## src/rtl/color_match_judge_if.sv

```systemverilog
// Handshake and render bus between the randomizer/game logic and color_match_judge.
// The judge takes the slave side. The supplier of colours and landings takes the master side.
interface color_match_judge_if #(
   parameter int SCORE_W = 8
);
   logic               start;
   logic               colors_valid;
   logic [2:0]         ball_color_in;
   logic [11:0]        plat_colors_in;
   logic               land;
   logic [1:0]         land_lane;
   logic               req_colors;
   logic [2:0]         ball_color;
   logic [11:0]        plat_colors;
   logic               hit;
   logic               miss;
   logic [SCORE_W-1:0] score;
   logic [2:0]         lives;
   logic               game_over;

   modport slave (
      input  start, colors_valid, ball_color_in, plat_colors_in, land, land_lane,
      output req_colors, ball_color, plat_colors, hit, miss, score, lives, game_over
   );

   modport master (
      output start, colors_valid, ball_color_in, plat_colors_in, land, land_lane,
      input  req_colors, ball_color, plat_colors, hit, miss, score, lives, game_over
   );
endinterface

```

## src/rtl/color_match_judge.sv

```systemverilog
// Colour match judge: fetches colour sets, judges ball vs. landed platform, keeps score/lives.
// Moore FSM; every output comes straight from a register.
module color_match_judge #(
   parameter int SCORE_W      = 8,
   parameter int LIVES_INIT   = 3,
   parameter int FLASH_CYCLES = 4
) (
   input  logic                 clock,
   input  logic                 reset,
   color_match_judge_if.slave   bus
);
   localparam int                 CNT_W     = (FLASH_CYCLES > 1) ? $clog2(FLASH_CYCLES) : 1;
   localparam logic [SCORE_W-1:0] SCORE_MAX = '1;
   localparam logic [2:0]         LIVES_RST = 3'(LIVES_INIT);

   typedef enum logic [2:0] {IDLE, REQ, PLAY, JUDGE, FLASH, OVER} state_t;

   state_t             state_q;
   logic               req_q, hit_q, miss_q, over_q;
   logic [2:0]         ball_q;
   logic [11:0]        plat_q;
   logic [SCORE_W-1:0] score_q;
   logic [2:0]         lives_q;
   logic [1:0]         lane_q;
   logic [CNT_W-1:0]   cnt_q;

   logic plat_ok, any_eq, set_ok, match;

   // A set is playable only if every colour is non-black and the ball has a landing spot.
   always_comb begin
      plat_ok = 1'b1;
      any_eq  = 1'b0;
      for (int k = 0; k < 4; k++) begin
         if (bus.plat_colors_in[3*k +: 3] == 3'd0)               plat_ok = 1'b0;
         if (bus.plat_colors_in[3*k +: 3] == bus.ball_color_in)  any_eq  = 1'b1;
      end
   end

   assign set_ok = (bus.ball_color_in != 3'd0) && plat_ok && any_eq;
   assign match  = (plat_q[3*int'(lane_q) +: 3] == ball_q);

   always_ff @(posedge clock) begin
      if (reset) begin
         state_q <= IDLE;
         req_q   <= 1'b0;
         hit_q   <= 1'b0;
         miss_q  <= 1'b0;
         over_q  <= 1'b0;
         ball_q  <= '0;
         plat_q  <= '0;
         score_q <= '0;
         lives_q <= LIVES_RST;
         lane_q  <= '0;
         cnt_q   <= '0;
      end else begin
         case (state_q)
            IDLE: if (bus.start) begin
               score_q <= '0;
               lives_q <= LIVES_RST;
               req_q   <= 1'b1;
               state_q <= REQ;
            end
            REQ: if (req_q && bus.colors_valid && set_ok) begin
               ball_q  <= bus.ball_color_in;
               plat_q  <= bus.plat_colors_in;
               req_q   <= 1'b0;
               state_q <= PLAY;
            end
            PLAY: if (bus.land) begin
               lane_q  <= bus.land_lane;
               state_q <= JUDGE;
            end
            JUDGE: begin
               if (match) begin
                  hit_q <= 1'b1;
                  if (score_q != SCORE_MAX) score_q <= score_q + 1'b1;
               end else begin
                  miss_q <= 1'b1;
                  if (lives_q != 3'd0) lives_q <= lives_q - 3'd1;
               end
               cnt_q   <= CNT_W'(FLASH_CYCLES - 1);
               state_q <= FLASH;
            end
            FLASH: begin
               if (cnt_q == '0) begin
                  hit_q  <= 1'b0;
                  miss_q <= 1'b0;
                  if (lives_q == 3'd0) begin
                     over_q  <= 1'b1;
                     state_q <= OVER;
                  end else begin
                     req_q   <= 1'b1;
                     state_q <= REQ;
                  end
               end else begin
                  cnt_q <= cnt_q - 1'b1;
               end
            end
            OVER: if (bus.start) begin
               over_q  <= 1'b0;
               score_q <= '0;
               lives_q <= LIVES_RST;
               req_q   <= 1'b1;
               state_q <= REQ;
            end
            default: state_q <= IDLE;
         endcase
      end
   end

   assign bus.req_colors  = req_q;
   assign bus.ball_color  = ball_q;
   assign bus.plat_colors = plat_q;
   assign bus.hit         = hit_q;
   assign bus.miss        = miss_q;
   assign bus.score       = score_q;
   assign bus.lives       = lives_q;
   assign bus.game_over   = over_q;
endmodule

```

## src/flat_wrapper.sv

```systemverilog
// flat-port wrapper written by rule: the top's interface ports become plain ports
module color_match_judge_flat 
#(
   parameter int SCORE_W      = 8,
   parameter int LIVES_INIT   = 3,
   parameter int FLASH_CYCLES = 4
)
  (clock, reset, bus_start, bus_colors_valid, bus_ball_color_in, bus_plat_colors_in, bus_land, bus_land_lane, bus_req_colors, bus_ball_color, bus_plat_colors, bus_hit, bus_miss, bus_score, bus_lives, bus_game_over);
  color_match_judge_if #(.SCORE_W(SCORE_W)) bus_i ();
  input  logic clock;
  input  logic reset;
  input wire logic [$bits(bus_i.start)-1:0] bus_start;
  input wire logic [$bits(bus_i.colors_valid)-1:0] bus_colors_valid;
  input wire logic [$bits(bus_i.ball_color_in)-1:0] bus_ball_color_in;
  input wire logic [$bits(bus_i.plat_colors_in)-1:0] bus_plat_colors_in;
  input wire logic [$bits(bus_i.land)-1:0] bus_land;
  input wire logic [$bits(bus_i.land_lane)-1:0] bus_land_lane;
  output wire logic [$bits(bus_i.req_colors)-1:0] bus_req_colors;
  output wire logic [$bits(bus_i.ball_color)-1:0] bus_ball_color;
  output wire logic [$bits(bus_i.plat_colors)-1:0] bus_plat_colors;
  output wire logic [$bits(bus_i.hit)-1:0] bus_hit;
  output wire logic [$bits(bus_i.miss)-1:0] bus_miss;
  output wire logic [$bits(bus_i.score)-1:0] bus_score;
  output wire logic [$bits(bus_i.lives)-1:0] bus_lives;
  output wire logic [$bits(bus_i.game_over)-1:0] bus_game_over;
  assign bus_i.start = bus_start;
  assign bus_i.colors_valid = bus_colors_valid;
  assign bus_i.ball_color_in = bus_ball_color_in;
  assign bus_i.plat_colors_in = bus_plat_colors_in;
  assign bus_i.land = bus_land;
  assign bus_i.land_lane = bus_land_lane;
  assign bus_req_colors = bus_i.req_colors;
  assign bus_ball_color = bus_i.ball_color;
  assign bus_plat_colors = bus_i.plat_colors;
  assign bus_hit = bus_i.hit;
  assign bus_miss = bus_i.miss;
  assign bus_score = bus_i.score;
  assign bus_lives = bus_i.lives;
  assign bus_game_over = bus_i.game_over;
  color_match_judge #(.SCORE_W(SCORE_W), .LIVES_INIT(LIVES_INIT), .FLASH_CYCLES(FLASH_CYCLES)) u_core (.clock(clock), .reset(reset), .bus(bus_i));
endmodule
```

## config.mk

```make
export PLATFORM = sky130hd
export DESIGN_NAME = color_match_judge_flat
export DESIGN_NICKNAME = d
export VERILOG_FILES = /design/src/rtl/color_match_judge_if.sv /design/src/rtl/color_match_judge.sv /design/src/flat_wrapper.sv
export SDC_FILE = /design/constraint.sdc
export NUM_CORES = 1
export LEC_CHECK = 0
export ABC_AREA = 1
export CORE_MARGIN = 8
export CORE_UTILIZATION = 59
export CTS_BUF_LIST = sky130_fd_sc_hd__clkbuf_4
export CTS_CLUSTER_SIZE = 8
export DETAILED_ROUTE_END_ITERATION = 8
export DONT_BUFFER_PORTS = 1
export MAX_ROUTING_LAYER = met4
export PLACE_DENSITY = 0.78
export SYNTH_ARGS = -nofsm -noshare
export SYNTH_HDL_FRONTEND = slang
export SYNTH_SLANG_ARGS = --single-unit
```

## constraint.sdc

```tcl
create_clock -name clock -period 1.55 [get_ports clock]
set_clock_uncertainty 0.2 [all_clocks]
set_input_delay 0.3875 -clock clock [delete_from_list [all_inputs] [get_ports clock]]
set_output_delay 0.3875 -clock clock [all_outputs]
set_load 0.02 [all_outputs]
```

==> results of run 1 <==
-- worst max path at each step --
stage                                     end  slack [ps]  cells past startpoint
after floorplan           u_core.bus.score[6]         -30                      7
final                     u_core.bus.score[1]        -260                     10
after detailed placement  u_core.bus.score[1]        -180                     12
after global routing      u_core.bus.lives[0]        -280                     10
after global placement    u_core.bus.score[0]        -130                     11
after CTS                 u_core.bus.score[1]         -60                     12
-- flip-flops by register name, summed over array words and instances (netlist names) --
signal and count:
u_core.state_q 3, u_core.bus.hit 1, u_core.bus.plat_colors 12, u_core.bus.req_colors 1
u_core.bus.game_over 1, u_core.bus.ball_color 3, u_core.bus.miss 1, u_core.lane_q 2
u_core.bus.score 8, u_core.bus.lives 3, u_core.cnt_q 2
-- timing repair --
| action | CTS | global route |
|---|---|---|
| buffers inserted | 0 | 5 |
| setup endpoints to repair | 23 | 28 |
| pin swaps | 14 | 24 |
| cloned | 2 | 0 |
| endpoints found under the hold margin | 22 | 0 |
| gates resized for setup | 44 | 63 |
| hold buffers | 16 | 0 |
-- per-layer routing --
layer / global-route usage (%) / up-vias
li1: - / 1255
met1: 25.56 / 1317
met2: 39.01 / 227
met3: 7.692 / 76
met4: 7.358 / 0
met5: - / -
-- cell type report --
type / instances / area share, %
diodes: 1 / 0.07547
flip-flops and latches: 37 / 23.13
inverters: 55 / 7.132
clock buffers: 5 / 1.132
repair buffers: 70 / 18.00
multi-input cells: 259 / 47.47
clock inverters: 3 / 1.245
well taps: 48 / 1.811
-- critical path, delay by kind of cell, from the launching register on --
family | cells | cell delay (ps)
simple gates | 9 | 1010
buf+inv | 1 | 110
flops | 1 | 430
-- power by group through the flow --
| stage | registers [mW] | logic (mW) | clock network (mW) |
|---|---|---|---|
| 4_1_cts | 1.20 | 1.69 | 0.684 |
| 2_1_floorplan | 1.31 | 0.860 | 0 |
| 3_3_place_gp | 1.20 | 1.47 | 0 |
| 5_1_grt | 1.25 | 2.39 | 0.755 |
| 6_report | 1.25 | 2.24 | 0.723 |
| 3_5_place_dp | 1.20 | 1.49 | 0 |
-- synthesized netlist by cell type --
| library cell | n | area share [%] |
|---|---|---|
| nand2_1 | 114 | 19 |
| nand3_2 | 2 | 0.91 |
| o221a_2 | 1 | 0.51 |
| o21ai_0 | 10 | 2.3 |
| a21oi_4 | 1 | 0.74 |
| buf_6 | 2 | 1.0 |
| nand4_1 | 4 | 1.1 |
| inv_1 | 51 | 8.7 |
| a21oi_1 | 14 | 3.2 |
| nand2_2 | 6 | 1.7 |
| nor2_2 | 2 | 0.57 |
| nor3_1 | 1 | 0.23 |
| a21oi_2 | 2 | 0.79 |
| o2111ai_1 | 1 | 0.40 |
| nand2_4 | 1 | 0.51 |
| ha_1 | 4 | 2.3 |
| o211ai_4 | 1 | 0.96 |
| xnor2_1 | 4 | 1.6 |
| or2_2 | 1 | 0.28 |
| nor2_1 | 47 | 8.0 |
| dfxtp_1 | 37 | 33 |
| xor2_1 | 3 | 1.2 |
| clkbuf_1 | 3 | 0.51 |
| inv_2 | 4 | 0.68 |
| nor3b_1 | 1 | 0.34 |
| nand3_1 | 31 | 7.0 |
| a31oi_1 | 2 | 0.57 |
| nand3b_1 | 3 | 1.0 |
| o21ai_1 | 1 | 0.23 |
-- stage by stage --
step	worst slack [ps]	instances	hold WS, ps	power (mW)
3_5_place_dp	-178.5	446	246.0	2.695
2_1_floorplan	-30.41	354	259.4	2.168
5_1_grt	-283.8	478	14.29	4.401
3_3_place_gp	-126.2	446	245.0	2.663
4_1_cts	-56.14	472	17.69	3.578
6_report	-261.3	478	28.02	4.210
-- logic make-up (layout without fill, tap and decap cells) --
logic type / after synthesis / after routing
fa+ha+maj: 4 / 4
buf+inv: 60 / 133
compound gates: 33 / 34
simple gates: 213 / 214
xor+xnor: 7 / 7
flops: 37 / 37
other cells: 0 / 1
==> results.txt, run 1 <==
----------------------------------------------------
[Status]
  Run status ... finished with violations
  Violated checks ... setup timing

[STA]
  Relative max-transition margin ... between 50% and 60%
  Final min period ... 1811 ps
  Tcrit/Tclk final ... 116.9%
  Sum Neg Setup Slack ... -3233 ps
  Setup repair after global routing missed its margin ... true
  Setup slack of the critical path after layout ... -261.3 ps
  Count of endpoints failing setup in the final report ... 23
  Count of final hold-check violations ... 0
  Measured slew at the worst slew-check pin ... approximately 660 ps
  Count of pins over their slew limit ... 0
  Highest clock frequency the design can meet ... around 550 MHz

[Floorplan]
  Width of the die ... 77.23 um
  I/O pin cnt ... 52
  Vertical die dimension ... 77.23 um
  Initial core utilization ... 60.88%
  Number of standard-cell rows in the floorplan ... 22
  Die footprint ... 5964 um2
  Floorplan core area ... around 3600 um2

[CTS]
  Clock H-tree levels ... 2
  Number of buffers created by CTS ... 5
  Clock latency on the worst-skew pair ... 390 ps
  Clk root buf ... clkbuf_4
  CTS Buffer Depth ... 2
  CTS sink count ... 37
  Clock-pin slew on the worst setup and hold paths ... 150 ps
  CTS tree ... done

[Routing]
  Remaining number of nets flagged by the antenna check after routing ... 0
  Detailed Route WL ... 9416 um
  Drt wl/cell ... 19.70 um
  DRC violation count after routing ... 0
  Mean number of vias per cell ... 6.015
  Overall via count from detail_route ... 2875
  Top routing layer in use ... met4
  Length of routed wiring on met1 ... 3160 um
  Initial detailed-routing violation count ... 463
  Detailed-routing iteration count for the pre-antenna-repair pass ... 6
  DR WL met3 ... 1049 um
  Routed length on met2 ... 4619 um

[Final layout]
  Utilization after layout ... between 90% and 100%
  Area taken by flip-flops and latches ... 767.0 um2
  Count of filler cells inserted in the layout ... between 150 and 200
  Most common cell after layout, fill and taps aside ... nand2_1
  Fin area ... 3316 um2
  Post-layout net count ... 454
  Fraction of layout cells with a size suffix above 1 ... 40.33%
  Area growth, synth to finish ... 49.89%
  Commonest cells after routing, fill and taps aside ... nand2_1 (88), buf_4 (48), nor2_1 (39)
  Multi-input gate area ... 1574 um2

[Logic synthesis]
  Number of unique standard cell types used by synthesis ... 29
  Number of synthesis warnings ... 0
  Seq cells post-synth ... 37
  Post-synthesis sequential area ratio ... 33.48%
  Syn Inst Count ... roughly 350
  Synthesized-area fraction occupied by and/or/nand/nor cells ... 41.01%
  Area of the mapped netlist ... 2212 um2
  Average footprint of a synthesized cell ... 6.249 um2
  Complex-gate fraction of the synthesized area ... 9.615%
  Post-Synth XOR/XNOR Area ... 2.771%
  Largest family of logic cells by synthesized area ... simple AND/OR/NAND/NOR gates
  Mux contribution to synthesized area ... 0%
  Synth Area in Adders ... 2.262%
  Synthesized Nets ... 380

[Worst setup path]
  Worst reg2reg setup slack ... -260 ps
  Worst-path cell chain ... inv_2 > nand3_2 > nand3_1 > nand2_2 > nand3_4 > nand2_4 > nand2_8 > nand2_4 > nand2_2 > nor2_2
  Worst-path cell with the longest stage delay ... dfxtp_1
  Arrival @ worst endpoint ... 1950 ps
  Startpoint of the worst setup timing path ... u_core.lane_q[1]
  Delay of the slowest cell on the worst path ... about 430 ps
  Worst reg2reg path endpoint ... u_core.bus.score[1]
  Start-to-end type of the worst setup path ... reg2reg
  Crit. End Element ... register
  Logic depth of the worst register-to-register path ... 10
  Crit-path max FO ... 8
  Required time of the critical path ... 1690 ps
  Worst Setup Start Kind ... register
  Worst flop-to-flop path startpoint ... u_core.lane_q[1]

[Power and ir drop]
  Comb power frac ... between 50% and 60%
  Power per cell area ... 1270 nW/um2
  Total internal power ... 2.317 mW
  Maximum vdd drop ... roughly 0.0014 V
  Fraction of power spent switching nets ... 44.97%
  Clock power frac ... 17.2%
  Leakage ... 1.563 nW
  Power dissipated by switching net loads ... around 1.9 mW
  Part of the power in registers ... between 20 and 30%

[GRT]
  Number of antenna violations at the first check in global routing ... 1
  Global-route wire length before repair ... 11220 um
  Maximum number of pins on one net before global-route repair ... 29
  Global-route total usage across every layer ... 23.33%
  Number of global-route vias before repair ... around 2500
  Overflow left after global routing ... 0

[Placed design]
  Number of input and output port buffers inserted ... 0
  DP HPWL ... 4527 um
  Cell area after placement ... ~2700 um2
  Placer congestion estimate ... 0.8918

[Hold path]
  Hold crit path type ... in2reg
  Beginning of the worst hold path ... bus_land
  Worst Hold Path EP ... u_core.lane_q[1]
  Min-Delay Path Depth ... 2

[Run]
  Number of max-cap violations ... 0

----------------------------------------------------
Power figures use the tool's default switching activity.
==> inputs of run 2 (changes only) <==
CORE_UTILIZATION = 58   (was 59)
PLACE_DENSITY = 0.77   (was 0.78)
SLEW_MARGIN = 25   (was not set)
==> run 2 against run 1 <==
Effect of this change:
- the flow finishes with violations (DRC, hold timing, setup timing)
- maximum frequency increased by 2.4%
- hold slack got worse by 45 ps
- setup slack gained 43 ps
- flip-flop and latch count unchanged
- critical path type unchanged
- critical endpoint is now u_core.bus.lives[0]
==> results.txt, run 2 (synthesized netlist as in run 1, its figures left out) <==
----------------------------------------------------
[Hold path]
  Hold crit path type ... in2reg (unchanged)

[Floorplan]
  Width of the die ... 77.76 um (was 77.23 um)
  Number of standard-cell rows in the floorplan ... 22 (unchanged)
  I/O pin cnt ... 52 (unchanged)
  Initial core utilization ... 60.42% (was 60.88%)
  Die footprint ... 6046 um2 (was 5964 um2)
  Floorplan core area ... 3661 um2 (was 3633 um2)
  Vertical die dimension ... 77.76 um (was 77.23 um)

[Final layout]
  Area growth, synth to finish ... 45.08% (was 49.89%)
  Most common cell after layout, fill and taps aside ... nand2_1 (unchanged)
  Commonest cells after routing, fill and taps aside ... nand2_1 (93), buf_4 (50), inv_1 (37) (was nand2_1 (88), buf_4 (48), nor2_1 (39))
  Fraction of layout cells with a size suffix above 1 ... 39.29% (was 40.33%)
  Post-layout net count ... 450 (was 454)
  Count of filler cells inserted in the layout ... 183 (was 159)
  Fin cells ... 473 (was 478)
  Number of antenna repair diodes ... 0 (was 1)
  Fin area ... 3209 um2 (was 3316 um2)
  Flip-flop count of the largest register after layout ... 12 (unchanged)

[GRT]
  Global-route wire length before repair ... 11390 um (was 11220 um)
  Number of global-route vias before repair ... 2457 (was 2455)
  Overflow left after global routing ... 0 (unchanged)
  Maximum number of pins on one net before global-route repair ... 26 (was 29)
  Number of antenna violations at the first check in global routing ... 0 (was 1)
  Global-route total usage across every layer ... 23.49% (was 23.33%)

[STA]
  Highest clock frequency the design can meet ... 565.6 MHz (was 552.1 MHz)
  Count of final hold-check violations ... 1 (was 0)
  Relative max-transition margin ... 65.81% (was 55.96%)
  Count of endpoints failing setup in the final report ... 18 (was 23)
  Tcrit/Tclk final ... 114.1% (was 116.9%)
  Worst hold slack across all endpoints ... -16.59 ps (was 28.02 ps)
  Measured slew at the worst slew-check pin ... 511.1 ps (was 658.5 ps)
  Setup repair after global routing missed its margin ... true (unchanged)
  Setup slack of the critical path after layout ... -218.1 ps (was -261.3 ps)
  Count of pins over their slew limit ... 0 (unchanged)
  Final min period ... 1768 ps (was 1811 ps)

[Placed design]
  DP HPWL ... 4647 um (was 4527 um)
  DP Cell Count ... 447 (was 446)
  Placer congestion estimate ... 0.9080 (was 0.8918)
  Pre-CTS WS ... -150.9 ps (was -178.5 ps)
  Cell area after placement ... 2668 um2 (was 2660 um2)
  Number of input and output port buffers inserted ... 0 (unchanged)

[Run]
  Number of max-cap violations ... 0 (unchanged)

[CTS]
  Clock H-tree levels ... 2 (unchanged)
  Clock-pin slew on the worst setup and hold paths ... 130 ps (was 150 ps)
  CTS Buffer Depth ... 2 (unchanged)
  CTS tree ... done (unchanged)
  CTS sink count ... 37 (unchanged)
  Number of buffers created by CTS ... 5 (unchanged)
  Clk root buf ... clkbuf_4 (unchanged)
  Clock latency on the worst-skew pair ... 360 ps (was 390 ps)

[Worst setup path]
  Worst-path cell chain ... nand2_1 > nand3_2 > nand2_1 > nand2_1 > nand2_1 > inv_2 > nand4_1 > nand2_2 > inv_2 > nand2_2 > nand3_1 (was inv_2 > nand3_2 > nand3_1 > nand2_2 > nand3_4 > nand2_4 > nand2_8 > nand2_4 > nand2_2 > nor2_2)
  Most common cell on crit path ... nand2_1
  Start-to-end type of the worst setup path ... reg2reg (unchanged)
  Arrival @ worst endpoint ... 1810 ps (was 1950 ps)
  Worst Setup Start Kind ... register (unchanged)
  Crit-path max FO ... 7 (was 8)
  Crit. End Element ... register (unchanged)
  Worst reg2reg setup slack ... -220 ps (was -260 ps)
  Delay of the slowest cell on the worst path ... 430 ps (about the same)
  Worst-path cell with the longest stage delay ... dfxtp_4 (was dfxtp_1)
  Required time of the critical path ... 1590 ps (was 1690 ps)
  Worst path bufs/invs ... 2 (was 1)
  Cell family contributing the most delay on the critical path ... simple AND/OR/NAND/NOR gates (unchanged)

[Power and ir drop]
  Maximum vdd drop ... 0.001300 V (was 0.001373 V)
  Power per cell area ... 1261 nW/um2 (was 1270 nW/um2)
  Leakage ... 1.546 nW (was 1.563 nW)
  Power after layout ... 4.048 mW (was 4.210 mW)

[Routing]
  DRC violation count after routing ... 1 (was 0)
  Mean number of vias per cell ... 5.801 (was 6.015)
  Detailed-routing iteration count for the pre-antenna-repair pass ... 9 (was 6)
  Drt wl/cell ... 17.49 um (was 19.70 um)
  Overall via count from detail_route ... 2744 (was 2875)
  Remaining number of nets flagged by the antenna check after routing ... 0 (unchanged)
  Initial detailed-routing violation count ... 269 (was 463)
  Detailed Route WL ... 8275 um (was 9416 um)

[Status]
  Run status ... finished with violations (unchanged)
  Violated checks ... DRC, hold timing, setup timing (was setup timing)

----------------------------------------------------
## run 2: cell count changes in the layout (fill, tap and decap cells not counted), sizes merged
cell,before,now
buf,54,53
clkbuf,5,6
clkinvlp,1,0
diode,1,0
dlygate4sd3,16,13
## run 2: through the flow
stage	setup TNS [ps]	util, %	hold slack, ps
2_1_floorplan	-85.63	-	259.4
3_5_place_dp	-1384	72.86	247.2
4_1_cts	-310.5	81.72	2.230
3_3_place_gp	-674.1	72.86	244.7
6_report	-2471	87.66	-16.59
5_1_grt	-3607	87.66	-9.062
## run 2: power breakdown
| part | internal, mW | switching (mW) |
|---|---|---|
| clock network | 0.353 | 0.337 |
| logic | 0.827 | 1.28 |
| registers | 1.11 | 0.142 |
| total | 2.29 | 1.76 |
## run 2: worst paths after layout
check                              from                         to  cells past startpoint
setup / recovery       u_core.lane_q[0]        u_core.bus.lives[0]                     11
hold reg to reg     u_core.bus.score[2]        u_core.bus.score[2]                      2
setup reg to reg       u_core.lane_q[0]        u_core.bus.lives[0]                     11
hold / removal    bus_plat_colors_in[3]  u_core.bus.plat_colors[3]                      2
## run 2: worst reg2reg max path, stage by stage, from the launching register on
cell,delay (ps)
dfxtp_4,430
nand2_1,90
nand3_2,90
nand2_1,50
nand2_1,70
nand2_1,110
inv_2,110
nand4_1,150
nand2_2,140
inv_2,70
nand2_2,70
nand3_1,70
## run 2: per-layer routing
metal / vias to the layer above / wire, um / GRT usage [%]
li1: 1249 / - / -
met1: 1263 / 2958 / 25.51
met2: 185 / 4068 / 38.68
met3: 47 / 828 / 7.604
met4: 0 / 419 / 9.623
met5: - / 0 / -
## run 2: final cells by class
class	instances	area [um2]	share of cell area, %
multi-input combinational	259	1519	47.33
sequential	37	769.5	23.98
timing repair buffer	66	548.0	17.08
inverter	55	234.0	7.290
tap	48	60.06	1.871
clock buffer	6	45.04	1.404
clock inverter	2	33.78	1.053
## run 2: repair_timing
item,CTS,global route
setup endpoints to repair,29,36
endpoints found under the hold margin,17,3
gates cloned,2,0
setup buffers,0,4
hold buffers,10,3
gates resized for setup,44,52
pin swaps,18,21
==> inputs of run 3 (changes only) <==
GPL_TIMING_DRIVEN = 0   (was not set)
REMOVE_ABC_BUFFERS = 1   (was not set)
==> run 3 against run 2 <==
Effect of this change:
- the flow finishes with violations (setup timing)
- count of clock-buffer cells in the layout is 1 lower
- first-iteration DRC count is 8.2% higher
- sequential share of layout area is 1.8 points higher
- largest cell class unchanged
- highest routed layer unchanged
==> results.txt, run 3 (synthesized netlist as in run 1, its figures left out) <==
----------------------------------------------------
[Status]
  Run status ... finished with violations (unchanged)
  Violated checks ... setup timing (was DRC, hold timing, setup timing)

[STA]
  Setup repair after global routing missed its margin ... true (unchanged)
  Relative max-transition margin ... 45.76% (was 65.81%)
  Sum Neg Setup Slack ... -4035 ps (was -2471 ps)
  Setup slack of the critical path after layout ... -346.4 ps (was -218.1 ps)
  Count of pins over their slew limit ... 0 (unchanged)
  Tcrit/Tclk final ... 122.3% (was 114.1%)
  Final min period ... 1896 ps (was 1768 ps)
  Count of endpoints failing setup in the final report ... 21 (was 18)
  Measured slew at the worst slew-check pin ... 812.7 ps (was 511.1 ps)
  Highest clock frequency the design can meet ... 527.3 MHz (was 565.6 MHz)
  Count of final hold-check violations ... 0 (was 1)

[Power and ir drop]
  Part of the power in registers ... 32.9% (was 30.8%)
  Power dissipated by switching net loads ... 1.902 mW (was 1.762 mW)
  Leakage ... 1.411 nW (was 1.546 nW)
  Total internal power ... 2.482 mW (was 2.286 mW)
  Power after layout ... 4.384 mW (was 4.048 mW)
  Comb power frac ... 47.5% (was 52.1%)
  Fraction of power spent switching nets ... 43.38% (was 43.52%)
  Maximum vdd drop ... 0.001254 V (was 0.001300 V)
  Clock power frac ... 19.6% (was 17.1%)
  Power per cell area ... 1387 nW/um2 (was 1261 nW/um2)

[Floorplan]
  I/O pin cnt ... 52 (unchanged)
  Vertical die dimension ... 77.76 um (unchanged)
  Die footprint ... 6046 um2 (unchanged)
  Number of standard-cell rows in the floorplan ... 22 (unchanged)
  Initial core utilization ... 60.42% (unchanged)
  Floorplan core area ... 3661 um2 (unchanged)
  Width of the die ... 77.76 um (unchanged)

[Hold path]
  Min-Delay Path Depth ... 2 (unchanged)
  Hold crit path type ... in2reg (unchanged)
  Worst Hold Path EP ... u_core.bus.plat_colors[5] (was u_core.bus.plat_colors[3])
  Beginning of the worst hold path ... bus_plat_colors_in[5] (was bus_plat_colors_in[3])

[Run]
  Number of max-cap violations ... 0 (unchanged)

[CTS]
  Number of buffers created by CTS ... 5 (unchanged)
  Clk root buf ... clkbuf_4 (unchanged)
  CTS tree ... done (unchanged)
  CTS Buffer Depth ... 2 (unchanged)
  Clock H-tree levels ... 2 (unchanged)
  Clock-pin slew on the worst setup and hold paths ... 130 ps (about the same)
  Clock latency on the worst-skew pair ... 360 ps (about the same)
  CTS sink count ... 37 (unchanged)

[GRT]
  Global-route total usage across every layer ... 24.00% (was 23.49%)
  Number of global-route vias before repair ... 2387 (was 2457)
  Overflow left after global routing ... 0 (unchanged)
  Global-route wire length before repair ... 11590 um (was 11390 um)
  Number of antenna violations at the first check in global routing ... 0 (unchanged)
  Maximum number of pins on one net before global-route repair ... 27 (was 26)

[Routing]
  Remaining number of nets flagged by the antenna check after routing ... 0 (unchanged)
  Initial detailed-routing violation count ... 291 (was 269)
  Drt wl/cell ... 19.26 um (was 17.49 um)
  Detailed-routing iteration count for the pre-antenna-repair pass ... 5 (was 9)
  DRC violation count after routing ... 0 (was 1)
  Overall via count from detail_route ... 2757 (was 2744)
  Mean number of vias per cell ... 6.209 (was 5.801)
  Detailed Route WL ... 8552 um (was 8275 um)

[Worst setup path]
  Worst reg2reg path endpoint ... u_core.bus.score[1] (was u_core.bus.lives[0])
  Startpoint of the worst setup timing path ... u_core.lane_q[0] (unchanged)
  Crit-path max FO ... 7 (unchanged)
  Required time of the critical path ... 1580 ps (was 1590 ps)
  Logic depth of the worst register-to-register path ... 12 (was 11)
  Worst flop-to-flop path startpoint ... u_core.lane_q[0] (unchanged)
  Worst-path cell chain ... inv_6 > nand2_1 > nand3_1 > nand2_1 > nand2_1 > nand2_2 > nand3_2 > nand2_4 > buf_4 > nand3b_1 > nand2_1 > nor2_1 (was nand2_1 > nand3_2 > nand2_1 > nand2_1 > nand2_1 > inv_2 > nand4_1 > nand2_2 > inv_2 > nand2_2 > nand3_1)
  Worst Setup Start Kind ... register (unchanged)
  Worst reg2reg setup slack ... -350 ps (was -220 ps)
  Delay of the slowest cell on the worst path ... 440 ps (was 430 ps)
  Arrival @ worst endpoint ... 1930 ps (was 1810 ps)
  Crit. End Element ... register (unchanged)
  Most common cell on crit path ... nand2_1 (unchanged)
  Worst-path cell with the longest stage delay ... dfxtp_4 (unchanged)
  Start-to-end type of the worst setup path ... reg2reg (unchanged)

[Final layout]
  Count of filler cells inserted in the layout ... 182 (was 183)
  Number of antenna repair diodes ... 0 (unchanged)
  Commonest cells after routing, fill and taps aside ... nand2_1 (101), inv_1 (41), nor2_1 (40) (was nand2_1 (93), buf_4 (50), inv_1 (37))
  Fraction of layout cells with a size suffix above 1 ... 36.36% (was 39.29%)
  Fin area ... 3161 um2 (was 3209 um2)
  Most common cell after layout, fill and taps aside ... nand2_1 (unchanged)
  Post-layout net count ... 421 (was 450)
  Area taken by flip-flops and latches ... 813.3 um2 (was 769.5 um2)
  Multi-input gate area ... 1595 um2 (was 1519 um2)
  Area growth, synth to finish ... 42.87% (was 45.08%)
  Flip-flop count of the largest register after layout ... 12 (unchanged)

[Placed design]
  Cell area after placement ... 2238 um2 (was 2668 um2)
  Placer congestion estimate ... 0.8341 (was 0.9080)
  Pre-CTS WS ... -365.4 ps (was -150.9 ps)
  DP HPWL ... 4177 um (was 4647 um)
  Number of input and output port buffers inserted ... 0 (unchanged)

----------------------------------------------------
==> run 3: layer usage <==
layer / vias to the layer above / share of wire [%] / wire length (um) / GRT usage [%]
li1: 1197 / - / - / -
met2: 229 / 47 / 4035 / 39.43
met5: - / 0 / 0 / -
met1: 1287 / 38 / 3237 / 26.83
met4: 0 / 3.5 / 303 / 8.491
met3: 44 / 11 / 975 / 7.373
==> run 3: final cells by class <==
cell class | instances | share of cell area (%)
Multi-Input combinational cell | 260 | 50.48
Sequential cell | 37 | 25.73
Timing Repair Buffer | 36 | 11.40
Inverter | 55 | 7.245
Tap cell | 48 | 1.900
Clock inverter | 3 | 2.059
Clock buffer | 5 | 1.188
==> run 3: worst max-delay path by stage <==
stage                                      to  cells past startpoint
floorplan                 u_core.bus.score[6]                      7
global placement          u_core.bus.score[1]                      8
detailed placement  u_core.bus.plat_colors[7]                      9
CTS                       u_core.bus.lives[1]                     12
global route              u_core.bus.score[1]                     12
finish                    u_core.bus.score[1]                     12
==> run 3: metrics by stage <==
step	utilization, %	hold slack (ps)	std cells
2_1_floorplan	-	249.9	349
3_3_place_gp	61.14	252.6	397
3_5_place_dp	61.14	253.9	397
4_1_cts	78.95	1.023	436
5_1_grt	86.33	27.22	444
6_report	86.33	21.16	444
==> run 3: power by group through the flow <==
stage / clock [mW] / sequential, mW / combinational [mW]
4_1_cts: 0.841 / 1.41 / 1.50
5_1_grt: 0.895 / 1.45 / 2.23
6_report: 0.858 / 1.44 / 2.08
2_1_floorplan: 0 / 1.29 / 0.839
3_5_place_dp: 0 / 1.33 / 1.02
3_3_place_gp: 0 / 1.33 / 0.994
==> run 3: worst max-delay path, delay by kind of cell, from the launching register on <==
kind	cells	cell delay, ps
flops	1	440
simple gates	10	940
buf+inv	2	190
==> run 3: repair_timing <==
action,in CTS,in global routing
buffers inserted,14,8
hold endpoints to repair,22,0
cloned,2,1
endpoints found under the setup margin,32,33
hold buffers,15,0
resized for setup,92,52
pin swaps,18,31
